### config.mk
export PLATFORM = sky130hd
export DESIGN_NAME = data_mem_bridge
export DESIGN_NICKNAME = d
export VERILOG_FILES = /design/src/rtl/data_mem_bridge.sv
export SDC_FILE = /design/constraint.sdc
export NUM_CORES = 1
export LEC_CHECK = 0
export ABC_AREA = 1
export CAP_MARGIN = 40
export CORE_AREA = 4 4 121 123
export DETAILED_ROUTE_END_ITERATION = 16
export DIE_AREA = 0 0 125 127
export GPL_TIMING_DRIVEN = 1
export PLACE_DENSITY = 0.85
export SETUP_SLACK_MARGIN = 0.3
export SLEW_MARGIN = 20
export SYNTH_ARGS = -nofsm -noshare
export SYNTH_HDL_FRONTEND = slang
export SYNTH_SLANG_ARGS = --single-unit
export TNS_END_PERCENT = 10
### constraint.sdc
create_clock -name clk -period 4.4 [get_ports clk]
set_input_delay 0.44 -clock clk [delete_from_list [all_inputs] [get_ports clk]]
set_output_delay 0.44 -clock clk [all_outputs]
set_load 0.02 [all_outputs]
### src/rtl/data_mem_bridge.sv
// Memory-stage bridge: turns core loads/stores into request/grant/response bus
// transactions, stalling the core until the bus completes or times out.
module data_mem_bridge #(
  parameter int unsigned TIMEOUT_CYCLES = 255
) (
  input  logic        clk,
  input  logic        reset,
  input  logic        memRead,
  input  logic        memWrite,
  input  logic [2:0]  storeSrc,
  input  logic [31:0] address,
  input  logic [31:0] writeData,
  output logic [31:0] readData,
  output logic [31:0] loadAddress,
  output logic        stall,
  output logic        misalignedFault,
  output logic        busError,
  output logic        busReq,
  output logic        busWe,
  output logic [31:0] busAddr,
  output logic [3:0]  busBe,
  output logic [31:0] busWdata,
  input  logic        busGnt,
  input  logic        busRvalid,
  input  logic [31:0] busRdata
);

  typedef enum logic [1:0] {IDLE, REQ, WAIT_R, DONE} state_e;

  localparam logic [15:0] TO_LAST = 16'(TIMEOUT_CYCLES - 1);

  state_e      state_q, state_d;
  logic [15:0] cnt_q, cnt_d;
  logic [31:0] rdata_q, rdata_d;
  logic [31:0] laddr_q, laddr_d;
  logic [31:0] addr_q, addr_d;
  logic [31:0] wdata_q, wdata_d;
  logic [3:0]  be_q, be_d;
  logic        we_q, we_d;
  logic        err_q, err_d;

  logic        aligned;
  logic [3:0]  be_st;
  logic [31:0] wd_st;
  logic        timeout;

  // Store lane steering; unknown funct3 encodings behave as sw.
  always_comb begin
    aligned = 1'b1;
    be_st   = 4'b1111;
    wd_st   = writeData;
    case (storeSrc)
      3'b000: begin
        be_st = 4'b0001 << address[1:0];
        wd_st = {4{writeData[7:0]}};
      end
      3'b001: begin
        aligned = ~address[0];
        be_st   = address[1] ? 4'b1100 : 4'b0011;
        wd_st   = {2{writeData[15:0]}};
      end
      default: aligned = (address[1:0] == 2'b00);
    endcase
  end

  assign timeout = (cnt_q == TO_LAST);

  always_comb begin
    state_d         = state_q;
    cnt_d           = cnt_q;
    rdata_d         = rdata_q;
    laddr_d         = laddr_q;
    addr_d          = addr_q;
    wdata_d         = wdata_q;
    be_d            = be_q;
    we_d            = we_q;
    err_d           = 1'b0;
    stall           = 1'b0;
    misalignedFault = 1'b0;
    case (state_q)
      IDLE: begin
        if (memRead) begin
          stall   = 1'b1;
          addr_d  = {address[31:2], 2'b00};
          laddr_d = address;
          we_d    = 1'b0;
          be_d    = 4'b0000;
          wdata_d = '0;
          cnt_d   = '0;
          state_d = REQ;
        end else if (memWrite && aligned) begin
          stall   = 1'b1;
          addr_d  = {address[31:2], 2'b00};
          we_d    = 1'b1;
          be_d    = be_st;
          wdata_d = wd_st;
          cnt_d   = '0;
          state_d = REQ;
        end else if (memWrite) begin
          misalignedFault = 1'b1;
        end
      end
      REQ: begin
        stall = 1'b1;
        cnt_d = cnt_q + 16'd1;
        // A load grant on the last allowed cycle cannot complete in budget.
        if (busGnt && we_q) begin
          state_d = DONE;
        end else if (timeout) begin
          err_d   = 1'b1;
          state_d = DONE;
          if (!we_q) rdata_d = '0;
        end else if (busGnt) begin
          state_d = WAIT_R;
        end
      end
      WAIT_R: begin
        stall = 1'b1;
        cnt_d = cnt_q + 16'd1;
        if (busRvalid) begin
          rdata_d = busRdata;
          state_d = DONE;
        end else if (timeout) begin
          err_d   = 1'b1;
          rdata_d = '0;
          state_d = DONE;
        end
      end
      default: state_d = IDLE;
    endcase
  end

  always_ff @(posedge clk) begin
    if (reset) begin
      state_q <= IDLE;
      cnt_q   <= '0;
      rdata_q <= '0;
      laddr_q <= '0;
      addr_q  <= '0;
      wdata_q <= '0;
      be_q    <= '0;
      we_q    <= 1'b0;
      err_q   <= 1'b0;
    end else begin
      state_q <= state_d;
      cnt_q   <= cnt_d;
      rdata_q <= rdata_d;
      laddr_q <= laddr_d;
      addr_q  <= addr_d;
      wdata_q <= wdata_d;
      be_q    <= be_d;
      we_q    <= we_d;
      err_q   <= err_d;
    end
  end

  assign readData    = rdata_q;
  assign loadAddress = laddr_q;
  assign busError    = err_q;
  assign busReq      = (state_q == REQ);
  assign busWe       = we_q;
  assign busAddr     = addr_q;
  assign busBe       = be_q;
  assign busWdata    = wdata_q;

endmodule
Yosys cells after proc, flatten, opt, wreduce, memory -nomap -nowiden
Index checks and enable logic that the tools add are counted.

Reduce and logical (&&, ||, !) cells: 14. Multiplexer cells: 40. Shift-type cells: 1. Equality and inequality tests: 10. $mul: 0. Div/mod/pow operators: 0. Order comparisons: 0. Bitwise operators: 1. Add/sub/neg operators: 1.

Operators with widths (number): 32-bit two-way mux (9); 32-bit one-hot mux with 2 select lines (2); 16-bit two-way mux (2); 16-bit one-hot mux with 2 select lines (1); 16-bit by 1-bit adder with 16-bit output, second input constant (1); 16-bit by 8-bit == test with 1-bit output, second input constant (1); 2-bit two-way mux (7); 4-bit two-way mux (3); 1-bit two-way mux (11); 4-bit one-hot mux with 2 select lines (1); 3-bit inequality test, second input constant (2); 1-bit one-hot mux with 2 select lines (3); 2-bit one-hot mux with 3 select lines (1); 2-bit AND reduction (3); 2-bit nonzero test (3); 5-bit AND reduction (1); 2-bit zero test (2); 2-bit inequality test, second input constant (2); 4-bit by 1-bit inequality test with 1-bit output, second input constant (1); 1-bit by 2-bit << shifter with 4-bit output, first input constant (1); 3-bit by 1-bit == test with 1-bit output, second input constant (1); 3-bit zero test (1); 3-bit AND reduction (1); 2-bit by 1-bit == test with 1-bit output, second input constant (1); other kinds (5) (6).

Register bits: 152. ROM bits: 0. Output and inout bits: 137. Input port bits: 105. Latch bits: 0. Bits in writable memories: 0. Logic and storage cells: 76. Memories: 0.

Logic depth before layout (Yosys ltp)
Gate-level depths: netlist of the first run.

Depth in word-level cells: 6. Gate-level depth with buffers: 12.

Least setup slack after synthesis of the first run
OpenSTA, ideal clock, no wires.

Path kind: input -> output. Start point: in storeSrc[1]. End point: out stall. Arrival time: 1.226 ns. Buffers on the path: 0. Required time: 3.960 ns. Stages: 9. Slack: 2.734 ns. Cell sequence: inv_1 -> nand2_2 -> nand2_1 -> nand3_2 -> nand2_2 -> nand2_4 -> inv_1 -> o21ai_0 -> inv_1.

Word-level cells in the longest chain between the ends: 6.

RTL lines: start, declared (line 10) `input logic [2:0] storeSrc,`; 3-bit by 1-bit == test with 1-bit output or 3-bit zero test (tied branches) (line 52) `case (storeSrc)`; 1-bit one-hot mux with 2 select lines (*) (line 52); 1-bit logical AND (*) (line 91) `end else if (memWrite && aligned) begin`; 1-bit two-way mux (*) (line 91); 1-bit two-way mux (*) (line 82) `if (memRead) begin`; 1-bit one-hot mux with 2 select lines (*) (line 80) `case (state_q)`; end, declared (line 15) `output logic stall,`.

Mark *: on every way between the ends. The rest lies on a longest branch, timed or not.

Worst setup path in the final report of the first run
Same ends and word-level chain as after synthesis.

==> key figures, run 1 <==
Die
  – Floorplan row count: 43
  – Starting density of the core: 0.4717
  – Count of boundary I/O pins: roughly 240
  – Horizontal die dimension: ~130 µm
  – Core region area: 13,670 µm²
  – Vert. Die Dim: around 130 µm
  – Die area: 15,880 µm²

Power
  – Worst IR Drop VDD: 550.7 µV
  – Pwr dens: around 630 nW/µm²
  – Total power of the final layout: roughly 6 mW
  – Leakage Power: 4.002 nW

Timing
  – Setup clock skew after layout: ~0.011 ns
  – Setup TNS: 0 ns
  – Clock period minus worst slack: 3.209 ns
  – Worst rel slew slack: 0.4865
  – Post-route fraction of the period consumed by the critical path: 0.7293
  – Setup repair after global routing missed its margin: false
  – Final Hold Viols: 0
  – Final Max Slew Viols: 0
  – Max Clock Freq: about 310 MHz
  – Least-Margin Pin Slew: slightly below 0.8 ns
  – Worst Setup Slack, final: roughly 1.2 ns
  – Final Setup Violations: 0

Placed design
  – Worst slack after detailed placement: approximately 1.2 ns
  – Half-perimeter wire length after detailed placement: around 14,000 µm
  – DP Area: between 8000 and 9000 µm²
  – Weighted congestion at the end of routability-driven global placement: 0.9233
  – Number of input and output port buffers inserted: roughly 240

Yosys
  – Average cell area after synthesis: ~7 µm²
  – Area share of the largest cell type after synthesis: 0.4658
  – Largest area contributor in the synthesized netlist: dfxtp_1
  – Count of flip-flops with a built-in enable after synthesis: 0
  – Number of cells produced by synthesis: 918
  – Yosys synthesis warning count: 0
  – Most instantiated flip-flop cell in the synthesis netlist: dfxtp_1
  – Proportion of synthesized chip area in sequential cells: 0.4658
  – Dominant cells by area after synthesis: dfxtp_1, nor2_1, nand2_1
  – Post-synthesis instance area: between 6000 and 7000 µm²
  – Post-synthesis cell type count: 30
  – Post-synth ARST share: 0
  – Synthesized flop and latch total: 150

Layout
  – Number of inserted diodes: 0
  – Layout cell share with drive strength beyond 1: 0.04696
  – Signed area change from the synthesized netlist to the final layout: 47.83%
  – Commonest cells after routing, fill and taps aside: clkdlybuf4s50_1, nor2_1, nand2_1
  – Area used by multi-input combinational logic: 2882 µm²
  – Fin nets: between 1,000 and 1,500
  – Sequential cell area: 3003 µm²
  – Commonest non-fill, non-tap cell in the layout: clkdlybuf4s50_1
  – Filler cell count: about 1,100
  – Post-layout instance area: 9529 µm²

GRT
  – Vias in the first global route: 6,303
  – Total congestion overflow: 0
  – Initial antenna violation count: 0
  – Maximum number of pins on one net before global-route repair: 45
  – Global routing usage summed across all routing layers: 0.2490
  – First-pass GRT wire length: roughly 32,000 µm

Route
  – Number of iterations in the first detailed-routing pass: 6
  – Post-DR vias/cell: 5.014
  – DR vias: between 6,000 and 7,000
  – Top Layer Used: met4
  – Iter 0 DRT Violations: 586
  – Remaining antenna violation count: 0
  – Average detailed-routed wire length per instance: 15.05 µm
  – Sum of routed wire length over all layers: approximately 20,000 µm
  – Met2 routed wirelength: around 10000 µm
  – Met1 wire length: a little under 8000 µm
  – DRC violations left: 0
  – Detailed route wirelength on metal3: between 2000 and 2500 µm

Clocking
  – Bufs on Longest Clock Path: 2
  – Clock tree from TritonCTS: yes
  – Master cell of the clock root buffer: clkbuf_16
  – Clock network latency to the later pin of the worst-skew pair: 0.42 ns
  – Number of levels the H-tree was split into: 4
  – Inserted Clock Buffers: 17
  – Worst-path clk slew: 0.06 ns
  – Setup fix buffers added after clock tree synthesis: 0
  – Clock Sinks: 150
  – Post-CTS sizing: 0
  – Number of hold buffers added after CTS: 0

Critical path
  – Data arrival time of the critical path: around 2.8 ns
  – Largest fanout on the critical path: 34
  – Crit path capture type: output port
  – Number of cells traversed by the worst register-to-register path: 8
  – Reg2reg start: state_q[0]
  – Category of the most critical setup path: primary input to output port
  – Required time of the critical path: ~4.0 ns
  – Kind of start point of the critical path: primary input
  – Critical path origin: storeSrc[1]

Min path
  – Hold Path Class: flop to flop
  – Number of cells on the worst hold path: 2
  – Source of the worst hold timing path: busWdata[0]

Job
  – Maxcap violations: 0

Status
  – Outcome: finished clean
[report_power, final]
| group | leakage, nW | internal [mW] | switching [mW] |
|---|---|---|---|
| Sequential | 1.23 | 1.68 | 0.172 |
| Clock | 0.306 | 0.982 | 0.550 |
| Combinational | 2.46 | 1.02 | 1.61 |
[kinds of logic (layout without fill, tap and decap cells)]
group | count (synthesis) | in the layout | synth area share
and+or+nand+nor | 466 | 466 | 0.2910
buffers and inverters | 131 | 362 | 0.08773
DFF | 150 | 150 | 0.4658
other | 1 | 2 | 0.0005817
muxes | 8 | 8 | 0.01242
adders and majority gates | 6 | 6 | 0.01165
AOI/OAI and AO/OA | 153 | 153 | 0.1267
xor gates and xnor gates | 3 | 3 | 0.004077
[layout make-up]
cell class | count | share of cell area
repair buffers | 245 | 0.2592
inverters | 85 | 0.03348
multi-input cells | 638 | 0.3024
well taps | 180 | 0.02363
clock inverters | 7 | 0.01208
flip-flops and latches | 150 | 0.3151
clock buffers | 25 | 0.05410
[critical path, stage by stage]
cell,delay [ns]
clkdlybuf4s50_1,0.46
inv_1,0.04
nand2_2,0.31
nand2_1,0.16
nand3_2,0.11
nand2_2,0.06
nand2_4,0.31
inv_1,0.10
o21ai_0,0.18
inv_1,0.06
clkdlybuf4s50_1,0.53
[worst paths after layout]
check | to | slack [ns]
max | stall | 1.19
min reg2reg | busWdata[0] | 0.45
min | busWdata[0] | 0.45
max reg2reg | readData[16] | 2.15
[registers in the layout, indices dropped and copies added, names as in the netlist, 2 cells and up]
| signal | count |
|---|---|
| busWdata | 32 |
| cnt_q | 16 |
| busBe | 4 |
| state_q | 2 |
| loadAddress | 32 |
| busAddr | 30 |
| readData | 32 |
[routing by layer]
metal | vias up | track usage
li1 | 3316 | -
met1 | 3041 | 0.2844
met2 | 280 | 0.4391
met3 | 32 | 0.09072
met4 | 0 | 0.07334
met5 | - | 0
[cells in the mapped netlist (4+ instances only)]
master,n
nand2_1,181
a21oi_1,29
nand3_1,35
buf_2,14
ha_1,6
nor2_1,233
nand2_2,5
clkinv_1,4
mux2i_1,8
clkbuf_1,22
buf_4,5
buf_6,5
dfxtp_1,150
o21ai_0,98
inv_1,78
o221ai_1,8
o21ai_1,13
[per-stage QoR]
stage / instances / util / hold WS [ns]
6_report: 1330 / 0.6973 / 0.4494
5_1_grt: 1330 / 0.6973 / 0.4687
4_1_cts: 1330 / 0.6973 / 0.4529
3_5_place_dp: 1298 / 0.6512 / 0.4387
3_3_place_gp: 1296 / 0.6477 / 0.4390
2_1_floorplan: 919 / - / 0.4348
Power figures use the tool's default switching activity.
==> run 2: changes to the inputs <==
CORE_AREA = 4 4 132 134   (was 4 4 121 123)
DIE_AREA = 0 0 136 138   (was 0 0 125 127)
PLACE_DENSITY = 0.76   (was 0.85)
clock period = 2.7 ns   (was 4.4 ns; I/O delays follow)
==> run 2 against run 1 <==
Compared with the run above: routed wire length decreased by 4.2%; first-iteration DRC count decreased by 44%; register-to-register slack got worse by 1.4 ns; clock skew decreased by 0.0032 ns; critical path depth decreased by 6; cell count increased by 3.4%; critical path type is now flop to output port.
==> key figures, run 2 (same netlist as run 1, synthesis figures left out) <==
Timing
  – Setup TNS: 0 ns (unchanged)
  – Clock period minus worst slack: 2.238 ns
  – Least-Margin Pin Slew: 0.6072 ns (-0.1612 ns)
  – Final Max Slew Viols: 0 (unchanged)
  – Setup repair after global routing missed its margin: false
  – Max Clock Freq: roughly 450 MHz
  – Worst hold margin: 0.4531 ns (+0.003624 ns)
  – Worst Setup Slack, final: 0.4616 ns (-0.7294 ns)
  – Final Hold Viols: 0 (unchanged)
  – Setup clock skew after layout: 0.008234 ns (-0.003158 ns)
  – Final Setup Violations: 0 (unchanged)
  – Worst rel slew slack: 0.5943 (+0.1078)
  – Post-route fraction of the period consumed by the critical path: 0.8290

Critical path
  – Largest fanout on the critical path: 6 (-82%)
  – Number of cells traversed by the worst register-to-register path: 10 (+2)
  – Crit path capture type: output port
  – Reg-to-reg endpoint: readData[6]
  – Worst Path Buf+Inv: 2 (-3)
  – Cell-by-cell listing of the critical path: inv_1, ha_2, nand3_1, a21oi_1, clkdlybuf4s50_1
  – Category of the most critical setup path: flop to output port
  – Data arrival time of the critical path: 1.97 ns (-0.80 ns)
  – CP top delay family: buffers and inverters
  – Reg2reg start: cnt_q[0]
  – Required time of the critical path: 2.43 ns (-1.53 ns)
  – Minimum setup slack among reg-to-reg paths: 0.73 ns (-1.42 ns)
  – Crit-path slowest cell: clkdlybuf4s50_1
  – Kind of start point of the critical path: flop
  – Delay contributed by the slowest stage of the critical path: 0.62 ns (+0.09 ns)

GRT
  – Initial antenna violation count: 0 (unchanged)
  – Global routing usage summed across all routing layers: 0.2003 (-0.04870)
  – First-pass GRT wire length: 30,620 µm (-4.1%)
  – Vias in the first global route: 6,140 (-2.6%)
  – Total congestion overflow: 0 (unchanged)
  – Maximum number of pins on one net before global-route repair: 63 (+40%)

Layout
  – Signed area change from the synthesized netlist to the final layout: 47.90% (about the same)
  – Number of inserted diodes: 0 (unchanged)
  – Fin nets: 1,253 (+0.40%)
  – Commonest non-fill, non-tap cell in the layout: clkdlybuf4s50_1
  – Commonest cells after routing, fill and taps aside: clkdlybuf4s50_1, nor2_1, nand2_1
  – Post-layout instance area: 9534 µm² (about the same)
  – Post-layout instance count excluding filler cells: 1,375 (+3.4%)
  – Layout cell share with drive strength beyond 1: 0.05195 (+0.004992)

Route
  – DRC violations left: 0 (unchanged)
  – Remaining antenna violation count: 0 (unchanged)
  – DR vias: 6,510 (-2.4%)
  – Post-DR vias/cell: 4.735 (-5.6%)
  – Sum of routed wire length over all layers: 19,170 µm (-4.2%)
  – Average detailed-routed wire length per instance: 13.94 µm (-7.4%)
  – Number of iterations in the first detailed-routing pass: 6 (unchanged)
  – Iter 0 DRT Violations: 326 (-44%)

Min path
  – Source of the worst hold timing path: busWdata[3]
  – Number of cells on the worst hold path: 2 (unchanged)
  – Hold Path Class: flop to flop
  – Terminating pin of the worst hold path: busWdata[3]

Power
  – Leakage Power: 3.979 nW (-0.58%)
  – Pwr dens: 996.5 nW/µm² (+58%)
  – Worst IR Drop VDD: 665.3 µV (+21%)

Clocking
  – Worst-path clk slew: 0.06 ns (about the same)
  – Bufs on Longest Clock Path: 2 (unchanged)
  – Setup fix buffers added after clock tree synthesis: 0 (unchanged)
  – Inserted Clock Buffers: 17 (unchanged)
  – Number of levels the H-tree was split into: 4 (unchanged)
  – Clock tree from TritonCTS: yes
  – Master cell of the clock root buffer: clkbuf_16
  – Number of hold buffers added after CTS: 0 (unchanged)
  – Clock network latency to the later pin of the worst-skew pair: 0.42 ns (about the same)
  – Clock Sinks: 150 (unchanged)

Die
  – Horizontal die dimension: 136 µm (+8.8%)
  – Core region area: 16,290 µm² (+19%)
  – Vert. Die Dim: 138 µm (+8.7%)
  – Count of boundary I/O pins: 242 (unchanged)
  – Starting density of the core: 0.3957 (-0.07598)
  – Floorplan row count: 47 (+9.3%)
  – Die area: 18,770 µm² (+18%)

Placed design
  – Half-perimeter wire length after detailed placement: 14,080 µm (+1.2%)
  – Weighted congestion at the end of routability-driven global placement: 0.8722 (-5.5%)
  – Worst slack after detailed placement: 0.3268 ns (-0.8838 ns)
  – Number of input and output port buffers inserted: 239 (unchanged)
  – Number of cells after detailed placement: 1,343 (+3.5%)
  – DP Area: 8967 µm² (+0.77%)

Status
  – Outcome: finished clean

Job
  – Maxcap violations: 0 (unchanged)
-- run 2: changes by cell type in the layout (fill, tap and decap cells not counted), moves of 2 or more --
| cell | previous run | this run |
|---|---|---|
| buf_4 | 4 | 10 |
| bufinv_16 | 3 | 1 |
| clkbuf_8 | 6 | 1 |
| clkinv_4 | 0 | 3 |
| inv_6 | 0 | 4 |
-- run 2: through the flow --
stage	total power [mW]	utilization
4_1_cts	9.586	0.5853
2_1_floorplan	5.686	-
6_report	9.500	0.5853
5_1_grt	10.18	0.5853
3_3_place_gp	7.228	0.5505
3_5_place_dp	7.280	0.5505
-- run 2: worst min-delay path: stages (launching register included) --
cell,delay (ns)
dfxtp_1,0.31
nand2_1,0.06
nand2_1,0.05
-- run 2: final cells by class --
type / instances / area (µm²)
clock buffers: 20 / 446.7
multi-input cells: 638 / 2884
repair buffers: 250 / 2486
inverters: 85 / 320.3
well taps: 220 / 275.3
flip-flops and latches: 150 / 3003
fillers: 1490 / 6755
clock inverters: 12 / 118.9
-- run 2: worst max-delay path by stage --
| stage | from | end | slack, ns | depth (start not counted) |
|---|---|---|---|---|
| after floorplan | state_q[1] | readData[11] | 1.15 | 8 |
| after global placement | address[1] | stall | 0.37 | 11 |
| after detailed placement | address[0] | stall | 0.33 | 11 |
| after CTS | state_q[0] | misalignedFault | 0.43 | 5 |
| after global routing | state_q[0] | misalignedFault | 0.32 | 5 |
| final | state_q[0] | misalignedFault | 0.46 | 5 |
-- run 2: metal layers --
metal / routed length (µm) / GRT usage / vias to the layer above
met4: 354 / 0.06260 / 0
met3: 2246 / 0.09666 / 29
li1: - / - / 3333
met5: 0 / 0 / -
met1: 7919 / 0.2421 / 2917
met2: 8649 / 0.3145 / 231
-- run 2: where the power goes --
| part | internal (mW) | switching (mW) | total [mW] |
|---|---|---|---|
| clock | 1.31 | 0.966 | 2.27 |
| sequential | 2.74 | 0.271 | 3.01 |
| combinational | 1.67 | 2.54 | 4.22 |
| total | 5.72 | 3.78 | 9.50 |
-- run 2: repair_timing --
| item | in CTS | in global routing |
|---|---|---|
| endpoints found under the hold margin | 0 | 0 |
| resized for setup | 2 | 0 |
| setup endpoints to repair | 1 | 0 |
==> run 3: changes to the inputs <==
CORE_AREA = 4 4 127 129   (was 4 4 132 134)
DIE_AREA = 0 0 131 133   (was 0 0 136 138)
PLACE_DENSITY = 0.78   (was 0.76)
clock period = 2.2 ns   (was 2.7 ns; I/O delays follow)
==> run 3 against run 2 <==
Compared with the run above: clock power up 32%; first-iteration DRC count increased by 46%; non-clock buffer count up 17; via count increased by 3.1%; sequential share of layout area shrank 0.77 points; total power is 30% higher; register-to-register slack lost 0.35 ns; die area shrank 7.2%; hold slack worse by 0.0092 ns; critical path depth grew 1; sequential cell count unchanged; critical path type unchanged; largest cell class unchanged; largest power group unchanged; highest routed layer unchanged.
==> key figures, run 3 (same netlist as run 1, synthesis figures left out) <==
Critical path
  – Crit path capture type: output port
  – Data arrival time of the critical path: 1.71 ns (-0.26 ns)
  – Category of the most critical setup path: flop to output port
  – Number of cells traversed by the worst register-to-register path: 8 (-2)
  – Reg2reg start: cnt_q[0]
  – Required time of the critical path: 1.98 ns (-0.45 ns)
  – Largest fanout on the critical path: 5 (-1)
  – Kind of start point of the critical path: flop
  – Minimum setup slack among reg-to-reg paths: 0.38 ns (-0.35 ns)
  – Reg-to-reg endpoint: readData[4]

Timing
  – Max Clock Freq: 518.3 MHz
  – Final Setup Violations: 0 (unchanged)
  – Setup repair after global routing missed its margin: true
  – Final Hold Viols: 0 (unchanged)
  – Worst Setup Slack, final: 0.2705 ns (-0.1911 ns)
  – Post-route fraction of the period consumed by the critical path: 0.8770
  – Least-Margin Pin Slew: 0.6191 ns (+0.01192 ns)
  – Setup TNS: 0 ns (unchanged)
  – Worst rel slew slack: 0.5873 (-0.007048)
  – Clock period minus worst slack: roughly 1.9 ns
  – Final Max Slew Viols: 0 (unchanged)
  – Setup clock skew after layout: 0.009337 ns (+0.001103 ns)

Power
  – Net Sw Power: 4.978 mW (+32%)
  – Internal power component: 7.385 mW (+29%)
  – Switching share of power: 0.4027 (+0.004888)
  – Worst IR Drop VDD: 716.6 µV (+7.7%)
  – Sequential power share: 0.299 (-0.018)
  – Total power of the final layout: 12.36 mW (+30%)
  – Share of total power in the clock network: 0.243 (+0.004)
  – Combinational share of power: 0.459 (+0.015)
  – Pwr dens: 1265 nW/µm² (+27%)
  – Leakage Power: 4.110 nW (+3.3%)

Route
  – Iter 0 DRT Violations: 475 (+46%)
  – Average detailed-routed wire length per instance: 15.06 µm (+8.0%)
  – Remaining antenna violation count: 0 (unchanged)
  – Sum of routed wire length over all layers: 20,540 µm (+7.2%)
  – DR vias: 6,715 (+3.1%)
  – Post-DR vias/cell: 4.923 (+4.0%)
  – DRC violations left: 0 (unchanged)
  – Number of iterations in the first detailed-routing pass: 5 (-1)

Clocking
  – Bufs on Longest Clock Path: 2 (unchanged)
  – Inserted Clock Buffers: 17 (unchanged)
  – Worst-path clk slew: 0.07 ns (about the same)
  – Master cell of the clock root buffer: clkbuf_16
  – Number of hold buffers added after CTS: 0 (unchanged)
  – Clock network latency to the later pin of the worst-skew pair: 0.42 ns (about the same)
  – Number of levels the H-tree was split into: 4 (unchanged)
  – Clock Sinks: 150 (unchanged)
  – Clock tree from TritonCTS: yes

Die
  – Count of boundary I/O pins: 242 (unchanged)
  – Horizontal die dimension: 131 µm (-3.7%)
  – Vert. Die Dim: 133 µm (-3.6%)
  – Core region area: 15,030 µm² (-7.7%)
  – Die area: 17,420 µm² (-7.2%)
  – Starting density of the core: 0.4288 (+0.03307)
  – Floorplan row count: 45 (-4.3%)

Layout
  – Signed area change from the synthesized netlist to the final layout: 51.61%
  – Fin nets: 1,274 (+1.7%)
  – Number of inserted diodes: 0 (unchanged)
  – Layout cell share with drive strength beyond 1: 0.07653 (+0.02458)
  – Commonest non-fill, non-tap cell in the layout: clkdlybuf4s50_1
  – Post-layout instance count excluding filler cells: 1,364 (-0.80%)
  – Commonest cells after routing, fill and taps aside: clkdlybuf4s50_1, nor2_1, nand2_1

GRT
  – Initial antenna violation count: 0 (unchanged)
  – Vias in the first global route: 6,211 (+1.2%)
  – Total congestion overflow: 0 (unchanged)
  – Global routing usage summed across all routing layers: 0.2168 (+0.01644)
  – Maximum number of pins on one net before global-route repair: 73 (+16%)
  – First-pass GRT wire length: 30,170 µm (-1.5%)

Min path
  – Terminating pin of the worst hold path: busWdata[18]
  – Hold Path Class: primary input to flop
  – Number of cells on the worst hold path: 3 (+1)
  – Source of the worst hold timing path: writeData[18]

Placed design
  – Worst slack after detailed placement: -0.03655 ns (-0.3633 ns)
  – Half-perimeter wire length after detailed placement: 13,780 µm (-2.1%)
  – Number of input and output port buffers inserted: 239 (unchanged)
  – Number of cells after detailed placement: 1,326 (-1.3%)
  – Weighted congestion at the end of routability-driven global placement: 0.8583 (-1.6%)

Status
  – Outcome: finished clean

Job
  – Maxcap violations: 0 (unchanged)
==> run 3: cell types whose count changed in the layout (fill, tap and decap cells not counted), sizes merged <==
cell,delta
clkdlybuf4s50,-2
inv,+3
bufinv,+1
clkinv,-3
buf,+17
clkdlybuf4s15,+1
a21oi,+1
nand3,+3
==> run 3: power groups by stage <==
stage,Combinational (mW),Clock (mW),Sequential [mW]
2_1_floorplan,2.53,0,4.45
3_3_place_gp,5.27,0,3.72
3_5_place_dp,5.32,0,3.75
4_1_cts,5.36,3.05,3.69
5_1_grt,6.22,3.16,3.76
6_report,5.67,3.00,3.69
==> run 3: worst max path at each step <==
stage | from | endpoint | depth (start not counted)
4_1_cts | state_q[0] | stall | 5
3_3_place_gp | address[0] | stall | 11
6_report | state_q[0] | misalignedFault | 6
5_1_grt | state_q[0] | misalignedFault | 6
2_1_floorplan | state_q[1] | readData[11] | 8
3_5_place_dp | address[0] | stall | 11
==> run 3: metal layers <==
| layer | wire length [µm] | global-route usage | vias to the layer above |
|---|---|---|---|
| met5 | 0 | 0 | - |
| li1 | - | - | 3386 |
| met2 | 9859 | 0.3671 | 273 |
| met1 | 8191 | 0.2475 | 3027 |
| met4 | 403 | 0.06914 | 0 |
| met3 | 2089 | 0.08639 | 29 |
==> run 3: metrics by stage <==
step	utilization	area (µm²)	hold WS, ns
after floorplan	-	6450	0.2891
after global placement	0.6021	9051	0.4389
after detailed placement	0.6021	9051	0.4428
after CTS	0.6429	9666	0.4237
after global routing	0.6501	9773	0.4478
final	0.6501	9773	0.4439
==> run 3: cell type report <==
class	count	area, µm²
Fill cell	1266	5260
Sequential cell	150	3003
Multi-Input combinational cell	642	2979
Timing Repair Buffer	267	2621
Clock buffer	19	452.9
Inverter	85	322.8
Tap cell	188	235.2
Clock inverter	13	158.9
==> run 3: repair_timing <==
action,CTS,global route
gates cloned,0,4
pin swaps,0,3
resized for setup,6,14
setup buffers,0,2
endpoints found under the setup margin,16,36
==> run 3: critical path: stages, from the launching register on <==
cell and delay (ns):
dfxtp_1 0.33, inv_1 0.15, ha_4 0.17, buf_4 0.13, nand3_1 0.07, a21oi_1 0.13, clkdlybuf4s15_1 0.32
